===== config.mk =====
export PLATFORM = sky130hd
export DESIGN_NAME = control_pipe
export DESIGN_NICKNAME = d
export VERILOG_FILES = /design/src/rtl/control_pipe.sv
export SDC_FILE = /design/constraint.sdc
export NUM_CORES = 1
export LEC_CHECK = 0
export ABC_CLOCK_PERIOD_IN_PS = 2200
export CORE_MARGIN = 3
export CORE_UTILIZATION = 40
export CTS_BUF_LIST = sky130_fd_sc_hd__clkbuf_16
export DETAILED_ROUTE_END_ITERATION = 10
export PLACE_DENSITY = 0.75
export SYNTH_ARGS = -nofsm -noshare
export SYNTH_HDL_FRONTEND = slang
export SYNTH_SLANG_ARGS = --single-unit

===== constraint.sdc =====
create_clock -name clk -period 2.2 [get_ports clk]
set_input_delay 0.44 -clock clk [delete_from_list [all_inputs] [get_ports clk]]
set_output_delay 0.44 -clock clk [all_outputs]
set_load 0.02 [all_outputs]

===== src/rtl/control_pipe.sv =====
// control_pipe: RV32I control unit for the pipelined core.
//   ID stage : combinational opcode/funct3 decode (id_imm_src and the EX control word).
//   ID/EX    : control register with flush (highest) > stall > load priority.
//   EX stage : branch/jump resolution from ALU flags; ex_pc_src redirects the PC in the
//              same cycle and flush_id kills the younger instruction in IF/ID.
//   Illegal opcodes travel to EX as a live bubble that pulses ex_illegal once and bumps a
//   saturating counter.
// Ports:
//   clk, rst                    clock, asynchronous active-high reset
//   id_valid/opcode/funct3      instruction fields held in IF/ID
//   stall, flush_ext            hazard-unit hold, external flush
//   ex_zero/ex_lt/ex_ltu        ALU flags from EX
//   id_imm_src                  immediate format (0 I, 1 S, 2 B, 3 J, 4 U)
//   ex_*                        registered ID/EX control word
//   ex_pc_src, flush_id         redirect and IF/ID kill, combinational from ID/EX
//   ill_count                   saturating illegal-instruction count
module control_pipe #(
  parameter bit          UPPER_EN  = 1'b1,
  parameter int unsigned ILL_CNT_W = 8,
  parameter int unsigned ALU_OP_W  = 2
) (
  input  logic                 clk,
  input  logic                 rst,
  input  logic                 id_valid,
  input  logic [6:0]           id_opcode,
  input  logic [2:0]           id_funct3,
  input  logic                 stall,
  input  logic                 flush_ext,
  input  logic                 ex_zero,
  input  logic                 ex_lt,
  input  logic                 ex_ltu,
  output logic [2:0]           id_imm_src,
  output logic                 ex_valid,
  output logic                 ex_reg_write,
  output logic                 ex_mem_write,
  output logic [1:0]           ex_result_src,
  output logic                 ex_alu_src,
  output logic                 ex_alu_src_a,
  output logic [ALU_OP_W-1:0]  ex_alu_op,
  output logic                 ex_jalr,
  output logic                 ex_pc_src,
  output logic                 flush_id,
  output logic                 ex_illegal,
  output logic [ILL_CNT_W-1:0] ill_count
);

  localparam logic [6:0] OpR     = 7'd51;
  localparam logic [6:0] OpLoad  = 7'd3;
  localparam logic [6:0] OpAluI  = 7'd19;
  localparam logic [6:0] OpStore = 7'd35;
  localparam logic [6:0] OpBr    = 7'd99;
  localparam logic [6:0] OpJal   = 7'd111;
  localparam logic [6:0] OpJalr  = 7'd103;
  localparam logic [6:0] OpLui   = 7'd55;
  localparam logic [6:0] OpAuipc = 7'd23;

  localparam logic [2:0] ImmI = 3'd0;
  localparam logic [2:0] ImmS = 3'd1;
  localparam logic [2:0] ImmB = 3'd2;
  localparam logic [2:0] ImmJ = 3'd3;
  localparam logic [2:0] ImmU = 3'd4;

  localparam logic [1:0] ResAlu = 2'd0;
  localparam logic [1:0] ResMem = 2'd1;
  localparam logic [1:0] ResPc4 = 2'd2;
  localparam logic [1:0] ResImm = 2'd3;

  localparam logic [ALU_OP_W-1:0] AluAdd   = ALU_OP_W'(0);
  localparam logic [ALU_OP_W-1:0] AluSub   = ALU_OP_W'(1);
  localparam logic [ALU_OP_W-1:0] AluFunct = ALU_OP_W'(2);
  localparam logic [ALU_OP_W-1:0] AluPassB = ALU_OP_W'(3);

  // ID decode results
  logic                dec_reg_write;
  logic                dec_mem_write;
  logic [1:0]          dec_result_src;
  logic                dec_alu_src;
  logic                dec_alu_src_a;
  logic [ALU_OP_W-1:0] dec_alu_op;
  logic                dec_jalr;
  logic                dec_branch;
  logic                dec_jump;
  logic                dec_illegal;
  logic                dec_live;

  // EX-side branch/jump state
  logic [2:0] funct3_q;
  logic       branch_q;
  logic       jump_q;
  logic       br_cond;

  always_comb begin
    dec_reg_write  = 1'b0;
    dec_mem_write  = 1'b0;
    dec_result_src = ResAlu;
    dec_alu_src    = 1'b0;
    dec_alu_src_a  = 1'b0;
    dec_alu_op     = AluAdd;
    dec_jalr       = 1'b0;
    dec_branch     = 1'b0;
    dec_jump       = 1'b0;
    dec_illegal    = 1'b0;
    id_imm_src     = ImmI;
    case (id_opcode)
      OpR: begin
        dec_reg_write = 1'b1;
        dec_alu_op    = AluFunct;
      end
      OpLoad: begin
        dec_reg_write  = 1'b1;
        dec_result_src = ResMem;
        dec_alu_src    = 1'b1;
      end
      OpAluI: begin
        dec_reg_write = 1'b1;
        dec_alu_src   = 1'b1;
        dec_alu_op    = AluFunct;
      end
      OpStore: begin
        dec_mem_write = 1'b1;
        dec_alu_src   = 1'b1;
        id_imm_src    = ImmS;
      end
      OpBr: begin
        id_imm_src = ImmB;
        dec_alu_op = AluSub;
        // funct3 010/011 have no branch meaning
        if (id_funct3[2:1] == 2'b01) begin
          dec_illegal = 1'b1;
        end else begin
          dec_branch = 1'b1;
        end
      end
      OpJal: begin
        dec_reg_write  = 1'b1;
        dec_result_src = ResPc4;
        dec_jump       = 1'b1;
        id_imm_src     = ImmJ;
      end
      OpJalr: begin
        dec_reg_write  = 1'b1;
        dec_result_src = ResPc4;
        dec_alu_src    = 1'b1;
        dec_jalr       = 1'b1;
        dec_jump       = 1'b1;
      end
      OpLui: begin
        id_imm_src = ImmU;
        if (UPPER_EN) begin
          dec_reg_write  = 1'b1;
          dec_result_src = ResImm;
          dec_alu_src    = 1'b1;
          dec_alu_op     = AluPassB;
        end else begin
          dec_illegal = 1'b1;
        end
      end
      OpAuipc: begin
        id_imm_src = ImmU;
        if (UPPER_EN) begin
          dec_reg_write = 1'b1;
          dec_alu_src   = 1'b1;
          dec_alu_src_a = 1'b1;
        end else begin
          dec_illegal = 1'b1;
        end
      end
      default: dec_illegal = 1'b1;
    endcase
  end

  // Empty slots and illegal instructions enter EX with every control field cleared.
  assign dec_live = id_valid & ~dec_illegal;

  always_comb begin
    br_cond = 1'b0;
    case (funct3_q)
      3'b000:  br_cond = ex_zero;
      3'b001:  br_cond = ~ex_zero;
      3'b100:  br_cond = ex_lt;
      3'b101:  br_cond = ~ex_lt;
      3'b110:  br_cond = ex_ltu;
      3'b111:  br_cond = ~ex_ltu;
      default: br_cond = 1'b0;
    endcase
    ex_pc_src = ex_valid & (jump_q | (branch_q & br_cond));
  end

  // A taken redirect squashes both the younger instruction in ID and its ID/EX load.
  assign flush_id = ex_pc_src | flush_ext;

  always_ff @(posedge clk or posedge rst) begin
    if (rst) begin
      ex_valid      <= 1'b0;
      ex_reg_write  <= 1'b0;
      ex_mem_write  <= 1'b0;
      ex_result_src <= ResAlu;
      ex_alu_src    <= 1'b0;
      ex_alu_src_a  <= 1'b0;
      ex_alu_op     <= AluAdd;
      ex_jalr       <= 1'b0;
      ex_illegal    <= 1'b0;
      funct3_q      <= 3'b000;
      branch_q      <= 1'b0;
      jump_q        <= 1'b0;
      ill_count     <= '0;
    end else if (flush_id) begin
      ex_valid      <= 1'b0;
      ex_reg_write  <= 1'b0;
      ex_mem_write  <= 1'b0;
      ex_result_src <= ResAlu;
      ex_alu_src    <= 1'b0;
      ex_alu_src_a  <= 1'b0;
      ex_alu_op     <= AluAdd;
      ex_jalr       <= 1'b0;
      ex_illegal    <= 1'b0;
      funct3_q      <= 3'b000;
      branch_q      <= 1'b0;
      jump_q        <= 1'b0;
    end else if (stall) begin
      // Everything holds except the illegal pulse, so a stalled illegal counts once.
      ex_illegal <= 1'b0;
    end else begin
      ex_valid      <= id_valid;
      ex_reg_write  <= dec_live & dec_reg_write;
      ex_mem_write  <= dec_live & dec_mem_write;
      ex_result_src <= dec_live ? dec_result_src : ResAlu;
      ex_alu_src    <= dec_live & dec_alu_src;
      ex_alu_src_a  <= dec_live & dec_alu_src_a;
      ex_alu_op     <= dec_live ? dec_alu_op : AluAdd;
      ex_jalr       <= dec_live & dec_jalr;
      ex_illegal    <= id_valid & dec_illegal;
      funct3_q      <= dec_live ? id_funct3 : 3'b000;
      branch_q      <= dec_live & dec_branch;
      jump_q        <= dec_live & dec_jump;
      if (id_valid && dec_illegal && (ill_count != '1)) begin
        ill_count <= ill_count + ILL_CNT_W'(1);
      end
    end
  end

endmodule


==> results.cfg, run 1 <==
[synthesis]
synth_top_cell_by_area = dfrtp_1
synthAdderAreaFrac_pct = 0.8937
synth_top_family_by_area = simple AND/OR/NAND/NOR gates
synth_top_area_share_pct = 42.90
avgSynthCellArea_sq_um = 9.334
synth_simple_gate_area_share_pct = 27.17
synth_nets = 169
synth_ff_type = dfrtp_1
yosysWarnings = 0
synth_area_sq_mm = 0.001400
synth_xor_area_share_pct = 5.630
synth.most_common_cell = dfrtp_1
netlist_top_cells_area = dfrtp_1, xor2_1, nor2_1, nand2_1, a21oi_1
syn_inst = 150
synth_edf_count = 0
synthTopCellsByCount = dfrtp_1, nor2_1, nand2_1, xor2_1, a21oi_1
ys_types = 39
ys_seq_area_share_pct = 42.90
muxShareOfSynthArea_pct = 2.413
async_flop_share_pct = 100.0
ys_seq_elements = 24
synth_compound_area_share_pct = 16.26

[place]
gp_congestion = 0.9737
port-buffer-count = 41
dp_hpwl_um = 3139
place_ws_ns = -0.3554
place_inst = 257

[sta]
fmax_mhz = 476.2
slew_headroom_pct = 77.57
tns_ns = 0
maxSlewViolCount = 0
setup_slack_ns = 0.1001
setup_viol_count_final = 0
whs_ns = 0.5069
hold_viol = 0
fin_skew_ns = 0.005247
fin_crit_ns = 2.100
tightest_slew_ns = 0.3365
fin_crit_sh_pct = 95.45

[clocking]
cts_buffer_depth = 2
path_clk_slew_ns = 0.06
htree_num_levels = 1
cts_tree = yes
cts_root_buf = clkbuf_16
numCtsBuffers = 3
numClockSinks = 24
hold_buffers = 0
post-cts-setup-buffer-count = 0
worst_skew_pair.late_latency_ns = 0.26

[worst_setup_path]
r2r-start = funct3_q[0]
cp.arrival_ns = 1.66
start_kind = primary input
max_stage_delay_ns = 0.47
crit_slowest_cell = clkdlybuf4s50_1
crit_required_ns = 1.76
critPathKind = in2out
path_cells = clkdlybuf4s50_1 -> xor2_1 -> a311oi_1 -> a21oi_2 -> buf_2
path_max_fanout = 2
path_delay_family = buffers and inverters
cp_num_buf_inv = 2
startpoint = ex_ltu
worst_setup_path_end_kind = output port

[worst_hold_path]
min_from = ill_count[4]
hold_class = reg2reg

[grt]
grt_overflow = 0
grt_pass1_vias = 1503
track_usage_pct = 20.92
grt_pass1_wl_um = 6810
grt_max_degree = 25
antenna_found_initial = 0

[die]
initial_core_util_pct = 43.71
die-area_sq_mm = 0.004246
die_height_um = 65.16
io_pins = 42
rows = 20
core_sq_mm = 0.003203
die_x_um = 65.16

[layout]
drive_gt1_share_pct = 24.54
antennaDiodeCount = 0
utilization_pct = 66.13
area_growth_pct = 51.30
fin_cells = 260
nets = 237

[power]
seq_power_share_pct = 41.4
switchingPower_mw = 0.4000
swShare_pct = 30.56
ir_drop_uv = 382.9
power.density_mw_per_mm2 = 617.9
p_leak_nw = 0.9716
p_comb_share_pct = 28.2
clkPwrFrac_pct = 30.3
internal_power_mw = 0.9088

[drt]
dr.first_iter.drc_count = 58
vias = 1411
vias_per_cell = 5.427
wire_per_inst_um = 16.03
post-route-drc-count = 0
totalWireLength_um = 4169
antenna_left = 0
first_pass_iters = 4

[status]
status = finished, final reports clean

[run]
drv_cap = 0
[logic make-up after synthesis]
logic type / count (synthesis)
AO/OA/AOI/OAI: 33
AND/OR/NAND/NOR: 67
multiplexers: 3
buffers and inverters: 13
flip-flops: 24
adder cells (fa/ha/maj): 1
XOR/XNOR: 9
[power groups by stage]
stage	sequential [mW]	combinational [mW]	clock (mW)
after floorplan	0.594	0.122	0
after global placement	0.544	0.355	0
after detailed placement	0.549	0.372	0
after CTS	0.541	0.371	0.410
after global routing	0.546	0.395	0.425
final	0.542	0.369	0.397
[worst paths after layout]
path | endpoint | cells after the start | slack [ns]
worst min register to register | ill_count[4] | 1 | 0.51
min in group asynchronous | ill_count[0] | 3 | 0.54
worst max register to register | ill_count[7] | 6 | 0.26
worst min-delay path | ill_count[4] | 1 | 0.51
worst max-delay path | flush_id | 5 | 0.10
max in group asynchronous | ex_valid | 3 | 1.41
[cell type report]
type / count / area, sq um
Sequential cell: 24 / 600.6
Timing Repair Buffer: 72 / 621.8
Inverter: 4 / 15.01
Clock buffer: 3 / 75.07
Fill cell: 289 / 1085
Multi-Input combinational cell: 113 / 750.7
Tap cell: 44 / 55.05
[metrics by stage]
step                area (sq um)  power [mW]
floorplan                   1400      0.7158
global placement            2047      0.8991
detailed placement          2047      0.9204
CTS                         2122       1.322
global route                2118       1.367
finish                      2118       1.309
[registers in the layout, summed over array words and instances (netlist names)]
signal and count:
funct3_q 3, ex_alu_src_a 1, ex_illegal 1, ex_mem_write 1
ex_reg_write 1, ex_alu_src 1, jump_q 1, ex_valid 1
ex_alu_op 2, ex_jalr 1, ex_result_src 2, branch_q 1
ill_count 8
[layer usage]
metal  up-vias  share of wire, %  GRT usage (%)
met5         -                 0              0
met4         0               1.9          10.10
met3         8               4.9          3.590
met2        52                53          36.79
met1       681                40          24.46
li1        670                 -              -
[cells in the final DEF, fill, tap and decap left out, drive strengths merged, types with 4 or more instances in the layout]
master	n
clkdlybuf4s50	33
buf	33
dfrtp	24
nor2	18
nand2	13
a21oi	10
xor2	9
nand3	6
nor3	6
clkbuf	6
a22oi	5
o21ai	5
inv	4
nand2b	4
a32oi	4
nor4	4
[what timing repair did]
action | in CTS | in global routing
gates resized for setup | 13 | 13
endpoints found under the setup margin | 11 | 13
pin swaps | 1 | 0
No activity file was read; power rests on OpenSTA's default activity.
==> inputs of run 2 (changes only) <==
--- a/config.mk
+++ b/config.mk
@@ -10,7 +10,7 @@
 export CORE_UTILIZATION = 40
 export CTS_BUF_LIST = sky130_fd_sc_hd__clkbuf_16
 export DETAILED_ROUTE_END_ITERATION = 10
-export PLACE_DENSITY = 0.75
+export PLACE_DENSITY = 0.7
 export SYNTH_ARGS = -nofsm -noshare
 export SYNTH_HDL_FRONTEND = slang
 export SYNTH_SLANG_ARGS = --single-unit
==> results.cfg, run 2 (same netlist as run 1, synthesis figures left out) <==
[status]
status = finished, final reports clean

[worst_setup_path]
rrSetupSlack_ns = 0.23
path_max_fanout = 4
r2r-start = funct3_q[0]
worst_setup_path_end_kind = output port
start_kind = primary input
critPathKind = in2out
cp.arrival_ns = 1.68
reg2reg_depth = 6
crit_required_ns = 1.76
r2r_end = ill_count[7]

[layout]
area_growth_pct = 50.31
reg.largest.list = ill_count: 8 flops, funct3_q: 3 flops
fin_cells = 257
nets = 233
largest-register = ill_count
postLayoutCellArea_sq_mm = 0.002105
antennaDiodeCount = 0
largest_reg_flops = 8
final_common_cell = clkdlybuf4s50_1
drive_gt1_share_pct = 23.94
fillers = 307
layout_common_cells = clkdlybuf4s50_1, buf_4, dfrtp_1

[die]
rows = 20
die_x_um = 65.16
core_sq_mm = 0.003203
io_pins = 42
die-area_sq_mm = 0.004246
initial_core_util_pct = 43.71
die_height_um = 65.16

[drt]
dr.first_iter.drc_count = 51
post-route-drc-count = 0
wire_per_inst_um = 14.75
vias = 1402
totalWireLength_um = 3791
first_pass_iters = 4
vias_per_cell = 5.455
antenna_left = 0

[clocking]
cts_tree = yes
cts_root_buf = clkbuf_16
path_clk_slew_ns = 0.06
htree_num_levels = 1
cts_buffer_depth = 2
numClockSinks = 24
post-cts-setup-buffer-count = 0
worst_skew_pair.late_latency_ns = 0.26
numCtsBuffers = 3

[worst_hold_path]
hold_depth = 1
min_from = ill_count[4]
hold_class = reg2reg
whs_endpoint = ill_count[4]

[power]
p_leak_nw = 0.9504
ir_drop_uv = 395.8
power.density_mw_per_mm2 = 614.1

[sta]
slew_headroom_pct = 75.46
fin_crit_ns = 2.118
tightest_slew_ns = 0.3588
fmax_mhz = 472.2
whs_ns = 0.4878
fin_skew_ns = 0.001624
fin_crit_sh_pct = 96.26
hold_viol = 0
setup_viol_count_final = 0
maxSlewViolCount = 0

[grt]
antenna_found_initial = 0
grt_overflow = 0
met1_usage_pct = 23.15
grt_max_degree = 25
grt_util_met2_pct = 34.39
track_usage_pct = 19.28
grt_pass1_wl_um = 6410
grt_pass1_vias = 1420
global_route.usage.met3_pct = 3.761
grt-busiest-layer = met2

[place]
placed_cell_area_sq_mm = 0.002017
port-buffer-count = 41
gp_congestion = 0.9466
place_inst = 253
dp_hpwl_um = 2982

[run]
drv_cap = 0
==> run 2: worst max path at each step <==
stage                      start             to  slack [ns]  depth (start not counted)
floorplan           id_opcode[4]   ill_count[7]        0.23                          6
global placement          ex_ltu       flush_id       -0.30                          5
detailed placement  id_opcode[6]  id_imm_src[1]       -0.34                          5
CTS                 id_opcode[6]  id_imm_src[1]       0.009                          5
global route        id_opcode[3]  id_imm_src[0]       -0.02                          5
finish              id_opcode[3]  id_imm_src[0]        0.08                          5
==> run 2: layout make-up <==
cell class | count | area [sq um] | area share (%)
Tap cell | 44 | 55.05 | 2.616
Multi-Input combinational cell | 113 | 757.0 | 35.97
Sequential cell | 24 | 600.6 | 28.54
Clock buffer | 3 | 75.07 | 3.567
Clock inverter | 1 | 3.754 | 0.1784
Timing Repair Buffer | 68 | 598.1 | 28.42
Inverter | 4 | 15.01 | 0.7134
==> run 2: report_power, final <==
group | switching (mW) | total [mW] | internal (mW)
Clock | 0.150 | 0.393 | 0.243
Sequential | 0.0525 | 0.538 | 0.486
Combinational | 0.182 | 0.361 | 0.179
==> run 2: through the flow <==
step	setup TNS, ns	utilization [%]	setup WS, ns	total power, mW
floorplan	0	-	0.2264	0.7158
global placement	-3.602	62.97	-0.3047	0.8925
detailed placement	-4.231	62.97	-0.3368	0.9098
CTS	0	65.82	0.009150	1.303
global route	-0.02012	65.70	-0.02012	1.362
finish	0	65.70	0.08224	1.292
==> run 2: worst max-delay path, stage by stage <==
cell and delay (ns):
clkdlybuf4s50_1 0.48, nor2_2 0.13, nand2_1 0.06, a211oi_1 0.26, clkdlybuf4s15_2 0.30
==> run 2: what timing repair did <==
item                                    in CTS  in global routing
hold buffers                                 0                  0
endpoints found under the setup margin       9                  9
resized for setup                           20                  9
==> run 2: metal layers <==
metal  share of wire (%)  vias to the layer above  wire length [um]
met5                   0                        -                 0
met2                  51                       47              1937
met3                 5.9                        7               222
li1                    -                      666                 -
met1                  42                      682              1576
met4                 1.5                        0                55
